## config.mk

```make
export PLATFORM = sky130hd
export DESIGN_NAME = control_seq
export DESIGN_NICKNAME = d
export VERILOG_FILES = /design/src/rtl/control_seq.sv
export SDC_FILE = /design/constraint.sdc
export NUM_CORES = 1
export LEC_CHECK = 0
export ABC_AREA = 1
export CAP_MARGIN = 20
export CORE_UTILIZATION = 48
export CTS_BUF_LIST = sky130_fd_sc_hd__clkbuf_16
export DETAILED_ROUTE_END_ITERATION = 7
export PLACE_DENSITY = 0.8
export SETUP_SLACK_MARGIN = 0.02
export SLEW_MARGIN = 20
export SYNTH_ARGS = -nofsm -noshare
export SYNTH_HDL_FRONTEND = slang
export SYNTH_SLANG_ARGS = --single-unit
```

## constraint.sdc

```tcl
create_clock -name i_clk -period 1.8 [get_ports i_clk]
set_input_delay 0.18 -clock i_clk [delete_from_list [all_inputs] [get_ports i_clk]]
set_output_delay 0.18 -clock i_clk [all_outputs]
set_load 0.005 [all_outputs]
```

## src/rtl/control_seq.sv

```systemverilog
// Multi-cycle instruction control sequencer: accepts one decoded instruction,
// runs an optional memory phase with ack/timeout, then a single writeback cycle.

`ifndef CONTROL_SEQ_DEFS
`define CONTROL_SEQ_DEFS
`define OP_SPEC   4'd0
`define OP_MOV    4'd1
`define OP_ADD    4'd2
`define OP_SUB    4'd3
`define OP_ASR    4'd4
`define OP_ASL    4'd5
`define OP_OR     4'd6
`define OP_AND    4'd7
`define OP_XOR    4'd8
`define OP_LSL    4'd9
`define OP_LSR    4'd10
`define OP_CND    4'd11
`define OP_LD     4'd12
`define OP_LDA    4'd13
`define OP_ST     4'd14
`define OP_CBR    4'd15
`define ALU_NOP   4'd0
`define ALU_MOV   4'd1
`define ALU_ADD   4'd2
`define ALU_SUB   4'd3
`define ALU_ASR   4'd4
`define ALU_ASL   4'd5
`define ALU_OR    4'd6
`define ALU_AND   4'd7
`define ALU_XOR   4'd8
`define ALU_LSL   4'd9
`define ALU_LSR   4'd10
`define ALU_CND   4'd11
`define RAM_NONE  2'd0
`define RAM_READ  2'd1
`define RAM_WRITE 2'd2
`define WB_NONE   2'd0
`define WB_RAM    2'd1
`define WB_PC     2'd2
`define WB_ALU    2'd3
`endif

module control_seq #(
  parameter int DW      = 32,
  parameter int RW      = 5,
  parameter int IW      = 16,
  parameter int TIMEOUT = 255,
  parameter int CW      = 16
) (
  input  logic          i_clk,
  input  logic          i_rst,
  input  logic          i_run,
  input  logic          i_inst_valid,
  output logic          o_inst_ready,
  input  logic [3:0]    i_inst,
  input  logic [IW-1:0] i_ir,
  input  logic [RW-1:0] i_reg0,
  input  logic [RW-1:0] i_reg1,
  input  logic [DW-1:0] i_val_reg0,
  input  logic [DW-1:0] i_val_reg1,
  input  logic [DW-1:0] i_pc_inc,
  input  logic          i_ram_ack,
  output logic [1:0]    o_ram_action,
  output logic [DW-1:0] o_ram_addr,
  output logic [3:0]    o_alu_action,
  output logic [RW-1:0] o_wb_reg,
  output logic [1:0]    o_wb_type,
  output logic          o_wb_en,
  output logic          o_do_jump,
  output logic [DW-1:0] o_pc_jump,
  output logic          o_retire,
  output logic [CW-1:0] o_retired,
  output logic          o_run,
  output logic          o_halt,
  output logic          o_fault,
  output logic [1:0]    o_state
);

  localparam int WCW = (TIMEOUT < 2) ? 1 : $clog2(TIMEOUT);

  typedef enum logic [1:0] {S_IDLE = 2'd0, S_MEM = 2'd1, S_WB = 2'd2, S_HALT = 2'd3} state_t;

  state_t          state_q, state_d;
  logic [3:0]      op_q;
  logic [RW-1:0]   reg0_q, reg1_q;
  logic [DW-1:0]   val0_q, val1_q, pc_q;
  logic [WCW-1:0]  wait_q;
  logic [CW-1:0]   retired_q;
  logic            fault_q;
  logic            accept, is_mem_op, timeout_hit;
  logic [3:0]      alu_code;
  logic [1:0]      wb_type_c;
  logic            jump_c;
  logic [DW-1:0]   pc_jump_c;

  // Handshake: an instruction transfers on any rising edge where i_inst_valid
  // and o_inst_ready are both high; ready is only offered in IDLE while i_run.
  assign accept      = (state_q == S_IDLE) && i_run && i_inst_valid;
  assign is_mem_op   = (i_inst == `OP_LD) || (i_inst == `OP_LDA) || (i_inst == `OP_ST);
  assign timeout_hit = (TIMEOUT != 0) && (wait_q == WCW'(TIMEOUT - 1));

  always_ff @(posedge i_clk) begin
    if (i_rst) state_q <= S_IDLE;
    else       state_q <= state_d;
  end

  always_comb begin
    state_d = state_q;
    case (state_q)
      S_IDLE: begin
        if (accept) begin
          if (i_ir == '0)     state_d = S_HALT;
          else if (is_mem_op) state_d = S_MEM;
          else                state_d = S_WB;
        end
      end
      // Ack takes priority over a timeout landing in the same cycle.
      S_MEM: begin
        if (i_ram_ack)        state_d = S_WB;
        else if (timeout_hit) state_d = S_HALT;
      end
      S_WB:    state_d = S_IDLE;
      default: state_d = S_HALT;
    endcase
  end

  always_ff @(posedge i_clk) begin
    if (i_rst) begin
      op_q      <= `OP_SPEC;
      reg0_q    <= '0;
      reg1_q    <= '0;
      val0_q    <= '0;
      val1_q    <= '0;
      pc_q      <= '0;
      wait_q    <= '0;
      retired_q <= '0;
      fault_q   <= 1'b0;
    end else begin
      if (accept) begin
        op_q   <= i_inst;
        reg0_q <= i_reg0;
        reg1_q <= i_reg1;
        val0_q <= i_val_reg0;
        val1_q <= i_val_reg1;
        pc_q   <= i_pc_inc;
        wait_q <= '0;
      end
      if (state_q == S_MEM && !i_ram_ack) begin
        wait_q <= wait_q + 1'b1;
        if (timeout_hit) fault_q <= 1'b1;
      end
      // Count on entry so the WB cycle already shows the new total.
      if (state_d == S_WB && state_q != S_WB) retired_q <= retired_q + 1'b1;
    end
  end

  always_comb begin
    alu_code = `ALU_NOP;
    case (op_q)
      `OP_MOV: alu_code = `ALU_MOV;
      `OP_ADD: alu_code = `ALU_ADD;
      `OP_SUB: alu_code = `ALU_SUB;
      `OP_ASR: alu_code = `ALU_ASR;
      `OP_ASL: alu_code = `ALU_ASL;
      `OP_OR:  alu_code = `ALU_OR;
      `OP_AND: alu_code = `ALU_AND;
      `OP_XOR: alu_code = `ALU_XOR;
      `OP_LSL: alu_code = `ALU_LSL;
      `OP_LSR: alu_code = `ALU_LSR;
      `OP_CND: alu_code = `ALU_CND;
      default: alu_code = `ALU_NOP;
    endcase
  end

  always_comb begin
    wb_type_c = `WB_NONE;
    jump_c    = 1'b0;
    pc_jump_c = val1_q;
    if (op_q == `OP_LD || op_q == `OP_LDA) wb_type_c = `WB_RAM;
    else if (op_q == `OP_CBR)              wb_type_c = `WB_PC;
    else if (alu_code != `ALU_NOP)         wb_type_c = `WB_ALU;
    if (op_q == `OP_CBR) jump_c = (val0_q != '0);
    if (op_q == `OP_LDA) begin
      jump_c    = 1'b1;
      pc_jump_c = pc_q + DW'(DW / 8);
    end
  end

  always_comb begin
    o_inst_ready = 1'b0;
    o_ram_action = `RAM_NONE;
    o_ram_addr   = '0;
    o_wb_en      = 1'b0;
    o_do_jump    = 1'b0;
    o_retire     = 1'b0;
    o_halt       = 1'b0;
    case (state_q)
      S_IDLE: o_inst_ready = i_run;
      S_MEM: begin
        o_ram_action = (op_q == `OP_ST) ? `RAM_WRITE : `RAM_READ;
        if (op_q == `OP_LD)       o_ram_addr = val0_q;
        else if (op_q == `OP_LDA) o_ram_addr = pc_q;
        else                      o_ram_addr = val1_q;
      end
      S_WB: begin
        o_retire  = 1'b1;
        o_wb_en   = (wb_type_c != `WB_NONE);
        o_do_jump = jump_c;
      end
      default: o_halt = 1'b1;
    endcase
  end

  assign o_alu_action = alu_code;
  assign o_wb_type    = wb_type_c;
  assign o_wb_reg     = (op_q == `OP_CBR) ? reg0_q : reg1_q;
  assign o_pc_jump    = pc_jump_c;
  assign o_retired    = retired_q;
  assign o_fault      = fault_q;
  assign o_run        = i_run && (state_q != S_HALT);
  assign o_state      = state_q;

endmodule

```

==> impl_metrics.env, run 1 <==
export IMPL_outcome="aborted with a tool error"
export IMPL_stop_stage="global routing"
export IMPL_firstError="[ERROR GRT-0232] Routing congestion too high. Check the congestion heatmap in the GUI."
export IMPL_port_buffers=232
export IMPL_syn_area_per_cell_um2=6.722
export IMPL_root_buffer="clkbuf_16"
export IMPL_ys_seq_elements=141
export IMPL_ys_seq_area_share_pct=37.30
export IMPL_async_flop_share_pct=0
export IMPL_cts_buffers=17
export IMPL_synth_top_area_cell="dfxtp_1"
export IMPL_netlist_top_cells_area="dfxtp_1, nand2_1, a21oi_1"
export IMPL_synth_flop_cell="dfxtp_1"
export IMPL_synth_edff_count=0
export IMPL_htreeDepth=4
export IMPL_synth_cell_type_count=49
export IMPL_num_rows=45
export IMPL_place_congestion=0.9566
export IMPL_gr_total_overflow=119
export IMPL_cts_hold_buf=0
export IMPL_worstEndpointGrtRepair="o_ram_addr[18]"
export IMPL_synth_nets=1261
export IMPL_synth_most_common_cell="nand2_1"
export IMPL_synth_common_cells="nand2_1, dfxtp_1, inv_1, a21oi_1, o21ai_0"
export IMPL_synth_top_area_share_pct=37.30
export IMPL_cts_buffer_depth=2
export IMPL_hpwl_mm=21.20
export IMPL_grtUsageTotal_pct=83.53
export IMPL_die_x_um=127.6
export IMPL_start_util_pct=49.42
export IMPL_yosys_warnings=0
export IMPL_place_area_um2=11190
export IMPL_cts_sinks=141
export IMPL_io_pins=233
export IMPL_syn_area_um2=7569
export IMPL_worstEpCategory="primary output"
export IMPL_syn_inst=1126
export IMPL_die_h_um=127.6
export IMPL_grt_max_degree=61
export IMPL_antenna_found_initial=7
per-stage QoR:
| step | TNS [ns] | std cells | setup WS [ns] |
|---|---|---|---|
| after CTS | -24.15 | 1759 | -0.5308 |
| after global placement | -18.39 | 1667 | -0.4344 |
| after floorplan | 0 | 1126 | 0.1457 |
| after detailed placement | -19.45 | 1667 | -0.4588 |
repair_timing:
action                                  4_1_cts
setup buffers                                56
cloned                                        6
endpoints found under the setup margin       79
pin swaps                                   103
gates resized for setup                     655
per-layer routing:
metal	global-route usage (%)	overflow
met5	47.37	0
met2	95.79	58
met3	72.45	7
met1	82.28	6
met4	86.85	48
cell families after synthesis:
kind of cell | synth area share, %
and+or+nand+nor | 26.58
AOI/OAI and AO/OA | 21.92
buffers and inverters | 11.06
DFF | 37.30
xor gates and xnor gates | 2.199
adders and majority gates | 0.6613
muxes | 0.2810
==> inputs of run 2 (changes only) <==
--- a/config.mk
+++ b/config.mk
@@ -7,11 +7,9 @@
 export LEC_CHECK = 0
 export ABC_AREA = 1
 export CAP_MARGIN = 20
-export CORE_UTILIZATION = 48
-export CTS_BUF_LIST = sky130_fd_sc_hd__clkbuf_16
+export CORE_UTILIZATION = 40
 export DETAILED_ROUTE_END_ITERATION = 7
-export PLACE_DENSITY = 0.8
-export SETUP_SLACK_MARGIN = 0.02
+export PLACE_DENSITY_LB_ADDON = 0.15
 export SLEW_MARGIN = 20
 export SYNTH_ARGS = -nofsm -noshare
 export SYNTH_HDL_FRONTEND = slang
==> impl_metrics.env, run 2 <==
export IMPL_gr_total_overflow=0
export IMPL_hold_violations=0
export IMPL_synth_common_cells="nand2_1, dfxtp_1, inv_1, a21oi_1, o21ai_0"
export IMPL_via_per_inst=5.266
export IMPL_synth_cell_type_count=49
export IMPL_syn_inst=1126
export IMPL_die_x_um=139.6
export IMPL_tns_ns=-29.74
export IMPL_fin_cells=1802
export IMPL_layout_commonest_cell="nand2_1"
export IMPL_worstPathRequired_ns=1.62
export IMPL_dr_total_vias=9490
export IMPL_synth_top_area_share_pct=37.30
export IMPL_dieArea_um2=19480
export IMPL_port_buffers=232
export IMPL_ys_seq_elements=141
export IMPL_grt_pass1_wl_mm=44.82
export IMPL_clock_fmax_mhz=410.5
export IMPL_num_rows=49
export IMPL_ys_seq_area_share_pct=37.30
export IMPL_core_area_um2=18270
export IMPL_netlist_top_cells_area="dfxtp_1, nand2_1, a21oi_1"
export IMPL_reg2reg_slack_ns=0.05
export IMPL_postLayoutSetupSlackWorst_ns=-0.6360
export IMPL_route_detailed_drc=0
export IMPL_place_area_um2=11290
export IMPL_synth_flop_cell="dfxtp_1"
export IMPL_path_clk_slew_ns=0.06
export IMPL_maxSlewViolCount=0
export IMPL_crit_type="reg2out"
export IMPL_finalWirelength_mm=31.85
export IMPL_synth_top_area_cell="dfxtp_1"
export IMPL_insertion_delay_ns=0.43
export IMPL_critPathLaunchType="flip-flop"
export IMPL_root_buffer="clkbuf_16"
export IMPL_wl_per_cell_um=17.67
export IMPL_grtUsageTotal_pct=29.64
export IMPL_start_util_pct=41.43
export IMPL_cts_tree="built"
export IMPL_grt_max_degree=50
export IMPL_arrival_ns=2.26
export IMPL_final_cell_area_um2=13510
export IMPL_fin_crit_sh_pct=135.3
export IMPL_tightest_slew_ns=0.7468
export IMPL_cap_violations=0
export IMPL_async_flop_share_pct=0
export IMPL_skew_ns=0.006490
export IMPL_htreeDepth=4
export IMPL_period_minus_slack_ns=2.436
export IMPL_fin_nets=1695
export IMPL_outcome="finished, violations left"
export IMPL_hpwl_mm=21.79
export IMPL_dr_pass1_iters=5
export IMPL_grt_pass1_vias=8635
export IMPL_detail_route_antenna_nets=0
export IMPL_syn_area_per_cell_um2=6.722
export IMPL_crit_path_max_fanout=6
export IMPL_yosys_warnings=0
export IMPL_diodes=0
export IMPL_cts_buffer_depth=2
export IMPL_dp_cells=1698
export IMPL_antenna_found_initial=0
export IMPL_violations="setup timing"
export IMPL_grt_setup_unrepaired="yes"
export IMPL_layout_top_registers="pc_q x32, val0_q x32, val1_q x32"
export IMPL_power_leakage_nw=5.828
export IMPL_synth_nets=1261
export IMPL_end_kind="output pin"
export IMPL_power_density_nw_per_um2=657.0
export IMPL_hold_class="in2reg"
export IMPL_cts_buffers=17
export IMPL_synth_most_common_cell="nand2_1"
export IMPL_relSlewSlack_pct=49.75
export IMPL_n_fill_cell=1385
export IMPL_cts_sinks=141
export IMPL_final_cell_mix="nand2_1, buf_4, clkdlybuf4s50_1"
export IMPL_syn_area_um2=7569
export IMPL_setup_viol=72
export IMPL_place_congestion=1.001
export IMPL_die_h_um=139.6
export IMPL_areaGrowthSynthToFinish_pct=78.54
export IMPL_synth_edff_count=0
export IMPL_drive_gt1_share_pct=35.54
export IMPL_vdd_drop_max_mv=0.6654
export IMPL_io_pins=233
export IMPL_drtIter0Drc=639
[run 2: cell counts after synthesis]
No cell type changed its count.
[run 2: layout make-up]
cell class | count | area (um^2) | area share, %
Multi-Input combinational cell | 781 | 4850 | 35.89
Timing Repair Buffer | 473 | 4317 | 31.94
Sequential cell | 141 | 2856 | 21.14
Inverter | 145 | 556.8 | 4.120
Clock buffer | 20 | 456.7 | 3.380
Tap cell | 229 | 286.5 | 2.120
Clock inverter | 12 | 182.7 | 1.352
Timing Repair inverter | 1 | 7.507 | 0.05556
[run 2: final timing paths]
| kind | start | to | depth (start not counted) |
|---|---|---|---|
| min | i_rst | op_q[0] | 2 |
| min reg2reg | reg1_q[0] | reg1_q[0] | 2 |
| max | op_q[2] | o_ram_addr[19] | 12 |
| max reg2reg | o_state[0] | o_retired[12] | 14 |
[run 2: cells by family after synthesis]
| logic type | Yosys count | share of synthesized area [%] |
|---|---|---|
| compound gates | 298 | 21.92 |
| flops | 141 | 37.30 |
| fa+ha+maj | 4 | 0.6613 |
| mux | 2 | 0.2810 |
| xor+xnor | 19 | 2.199 |
| buf+inv | 205 | 11.06 |
| simple gates | 457 | 26.58 |
[run 2: metrics by stage]
| stage | power, mW | hold WS, ns | utilization (%) | worst slack (ns) |
|---|---|---|---|---|
| 5_1_grt | 9.166 | 0.04120 | 73.96 | -0.7092 |
| 6_report | 8.879 | 0.03918 | 73.96 | -0.6360 |
| 4_1_cts | 8.717 | 0.03336 | 68.75 | -0.7257 |
| 2_1_floorplan | 3.984 | 0.3229 | - | 0.1457 |
| 3_3_place_gp | 4.822 | 0.4340 | 61.79 | -0.4872 |
| 3_5_place_dp | 4.836 | 0.4387 | 61.79 | -0.5525 |
[run 2: routing by layer]
metal / vias up / GRT usage (%) / part of all wire [%]
met4: 0 / 11.74 / 3.9
li1: 4558 / - / -
met2: 417 / 49.33 / 48
met1: 4429 / 37.17 / 41
met5: - / 0 / 0
met3: 86 / 6.641 / 7.5
[run 2: what timing repair did]
item | CTS | global route
buffers inserted | 33 | 41
gates cloned | 1 | 5
hold buffers | 0 | 0
resized for setup | 380 | 228
setup endpoints to repair | 79 | 97
pin swaps | 45 | 58
[run 2: report_power, final]
group          leakage, nW  internal (mW)  total, mW  switching (mW)
clock network        0.315           2.41       3.89            1.48
registers             1.16           3.30       3.44           0.136
logic                 4.35          0.788       1.55           0.766
total                 5.83           6.50       8.88            2.38
[run 2: critical path, cell delays in order (launching register included)]
cell             delay [ns]
dfxtp_2                0.34
nand2_2                0.06
inv_2                  0.07
nand2_4                0.05
nor2_4                 0.18
buf_4                  0.18
clkbuf_16              0.15
buf_4                  0.11
buf_4                  0.11
o21ai_4                0.07
o211ai_1               0.20
inv_1                  0.09
clkdlybuf4s15_1        0.21
(Power assumes the default switching activity.)
==> inputs of run 3 (changes only) <==
--- a/config.mk
+++ b/config.mk
@@ -7,7 +7,7 @@
 export LEC_CHECK = 0
 export ABC_AREA = 1
 export CAP_MARGIN = 20
-export CORE_UTILIZATION = 40
+export CORE_UTILIZATION = 48
 export DETAILED_ROUTE_END_ITERATION = 7
 export PLACE_DENSITY_LB_ADDON = 0.15
 export SLEW_MARGIN = 20
==> constraint.sdc (replaced) <==
create_clock -name i_clk -period 2.6 [get_ports i_clk]
set_input_delay 0.26 -clock i_clk [delete_from_list [all_inputs] [get_ports i_clk]]
set_output_delay 0.26 -clock i_clk [all_outputs]
set_load 0.005 [all_outputs]
==> impl_metrics.env, run 3 (synthesized netlist as in run 2, its figures left out) <==
export IMPL_grt_pass1_vias=7972
export IMPL_cts_tree="built"
export IMPL_outcome="finished, violations left"
export IMPL_min_path_cells=4
export IMPL_num_rows=45
export IMPL_setup_viol=1
export IMPL_root_buffer="clkbuf_16"
export IMPL_crit_type="reg2out"
export IMPL_n_fill_cell=1234
export IMPL_cts_buffers=17
export IMPL_rr_startpoint="o_state[1]"
export IMPL_critPathLaunchType="flip-flop"
export IMPL_cts_buffer_depth=2
export IMPL_cp_slowest_cell="clkdlybuf4s50_1"
export IMPL_via_per_inst=5.428
export IMPL_fin_nets=1491
export IMPL_intPower_mw=4.134
export IMPL_power_leakage_nw=4.809
export IMPL_grt_max_degree=103
export IMPL_hold_class="in2reg"
export IMPL_final_cell_mix="nand2_1, clkdlybuf4s50_1, inv_1"
export IMPL_fin_crit_sh_pct=100.9
export IMPL_start_util_pct=49.42
export IMPL_cp_startpoint="op_q[3]"
export IMPL_gr_total_overflow=0
export IMPL_drtIter0Drc=672
export IMPL_cts_sinks=141
export IMPL_end_kind="output pin"
export IMPL_power_frac_comb_pct=14.8
export IMPL_switching_share_pct=26.71
export IMPL_io_pins=233
export IMPL_die_h_um=127.6
export IMPL_vdd_drop_max_mv=0.4316
export IMPL_crit_path_max_fanout=14
export IMPL_tightest_slew_ns=0.7181
export IMPL_clkPwrFrac_pct=43.0
export IMPL_diodes=0
export IMPL_die_x_um=127.6
export IMPL_htreeDepth=4
export IMPL_clock_fmax_mhz=381.3
export IMPL_finalWirelength_mm=26.97
export IMPL_grtUsageTotal_pct=32.83
export IMPL_detail_route_antenna_nets=0
export IMPL_power_density_nw_per_um2=497.8
export IMPL_fin_cells=1580
export IMPL_layout_commonest_cell="nand2_1"
export IMPL_dr_pass1_iters=5
export IMPL_insertion_delay_ns=0.43
export IMPL_cap_violations=0
export IMPL_path_clk_slew_ns=0.06
export IMPL_dr_total_vias=8577
export IMPL_grt_pass1_wl_mm=41.19
export IMPL_worstPathRequired_ns=2.34
export IMPL_violations="setup timing"
export IMPL_grt_setup_unrepaired="yes"
export IMPL_tns_ns=-0.02240
export IMPL_sequentialPowerShare_pct=42.3
export IMPL_antenna_found_initial=0
export IMPL_route_detailed_drc=0
export IMPL_relSlewSlack_pct=52.12
export IMPL_period_minus_slack_ns=2.622
export IMPL_dieArea_um2=16270
export IMPL_skew_ns=0.007127
export IMPL_port_buffers=232
export IMPL_multi_input_area_um2=4278
export IMPL_wl_per_cell_um=17.07
export IMPL_place_congestion=1.010
export IMPL_core_area_um2=15310
export IMPL_areaGrowthSynthToFinish_pct=49.74
export IMPL_dp_cells=1538
export IMPL_layout_top_registers="pc_q x32, val0_q x32, val1_q x32"
export IMPL_hp_start="i_rst"
export IMPL_maxSlewViolCount=0
export IMPL_reg2reg_depth=10
export IMPL_p_sw_mw=1.507
export IMPL_drive_gt1_share_pct=15.85
export IMPL_arrival_ns=2.36
export IMPL_cts_hold_buf=0
export IMPL_postLayoutSetupSlackWorst_ns=-0.02240
export IMPL_ff_latch_area_um2=2868
export IMPL_max_stage_delay_ns=0.43
export IMPL_reg2reg_slack_ns=0.36
export IMPL_hpwl_mm=19.75
export IMPL_hold_violations=0
export IMPL_cp_cell_sequence="nand2_2 > inv_2 > nand2_4 > nor2_4 > buf_6 > nand2_2 > nor2_4 > nand4_1 > a22o_1 > clkdlybuf4s50_1"
## run 3: cell count changes in the layout (fill, tap and decap cells not counted), sizes merged, moves of 2 or more
cell,before,now
clkdlybuf4s15,4,0
bufinv,4,2
clkinvlp,1,3
clkdlybuf4s50,153,196
clkbuf,40,19
dlymetal6s2s,3,27
buf,286,40
## run 3: worst paths after layout
check,to
worst min-delay path,val0_q[5]
worst min register to register,reg1_q[1]
worst max-delay path,o_pc_jump[16]
worst max register to register,o_retired[8]
## run 3: area by class of cell
cell class	count	share of cell area (%)
Inverter	145	4.891
Clock inverter	13	1.236
Multi-Input combinational cell	780	37.75
Clock buffer	19	3.908
Tap cell	211	2.329
Sequential cell	141	25.30
Timing Repair Buffer	271	24.59
## run 3: critical path: cells and delay by family (launching register included)
family          cells  cell delay (ns)
simple gates        6             0.67
compound gates      1             0.19
flops               1             0.34
buf+inv             3             0.72
## run 3: metal layers
metal	up-vias	global-route usage, %	wire [um]
met5	-	0	0
met4	0	14.74	1045
met3	61	6.491	2252
met2	382	55.32	12850
met1	3979	40.59	10830
li1	4155	-	-
## run 3: stage by stage
| step | total power [mW] | hold WS (ns) | util, % | area, um^2 | setup WS [ns] |
|---|---|---|---|---|---|
| 2_1_floorplan | 2.758 | 0.4029 | - | 7569 | 0.8657 |
| 3_3_place_gp | 3.195 | 0.4342 | 66.11 | 10120 | 0.1496 |
| 3_5_place_dp | 3.204 | 0.4402 | 66.11 | 10120 | 0.09912 |
| 4_1_cts | 5.617 | 0.3222 | 71.53 | 10950 | -0.1086 |
| 5_1_grt | 5.828 | 0.3935 | 74.00 | 11330 | -0.1415 |
| 6_report | 5.642 | 0.3204 | 74.00 | 11330 | -0.02240 |
## run 3: what timing repair did
item | in CTS | in global routing
gates resized for setup | 85 | 114
cloned | 1 | 0
buffers inserted | 2 | 7
pin swaps | 7 | 25
endpoints found under the hold margin | 0 | 0
endpoints found under the setup margin | 55 | 49
## run 3: power by group through the flow
stage                     registers, mW  clock network (mW)  logic (mW)
after floorplan                    2.38                   0       0.374
after detailed placement           2.41                   0       0.793
after global placement             2.41                   0       0.786
after global routing               2.39                2.52       0.909
final                              2.39                2.42       0.833
after CTS                          2.37                2.43       0.814
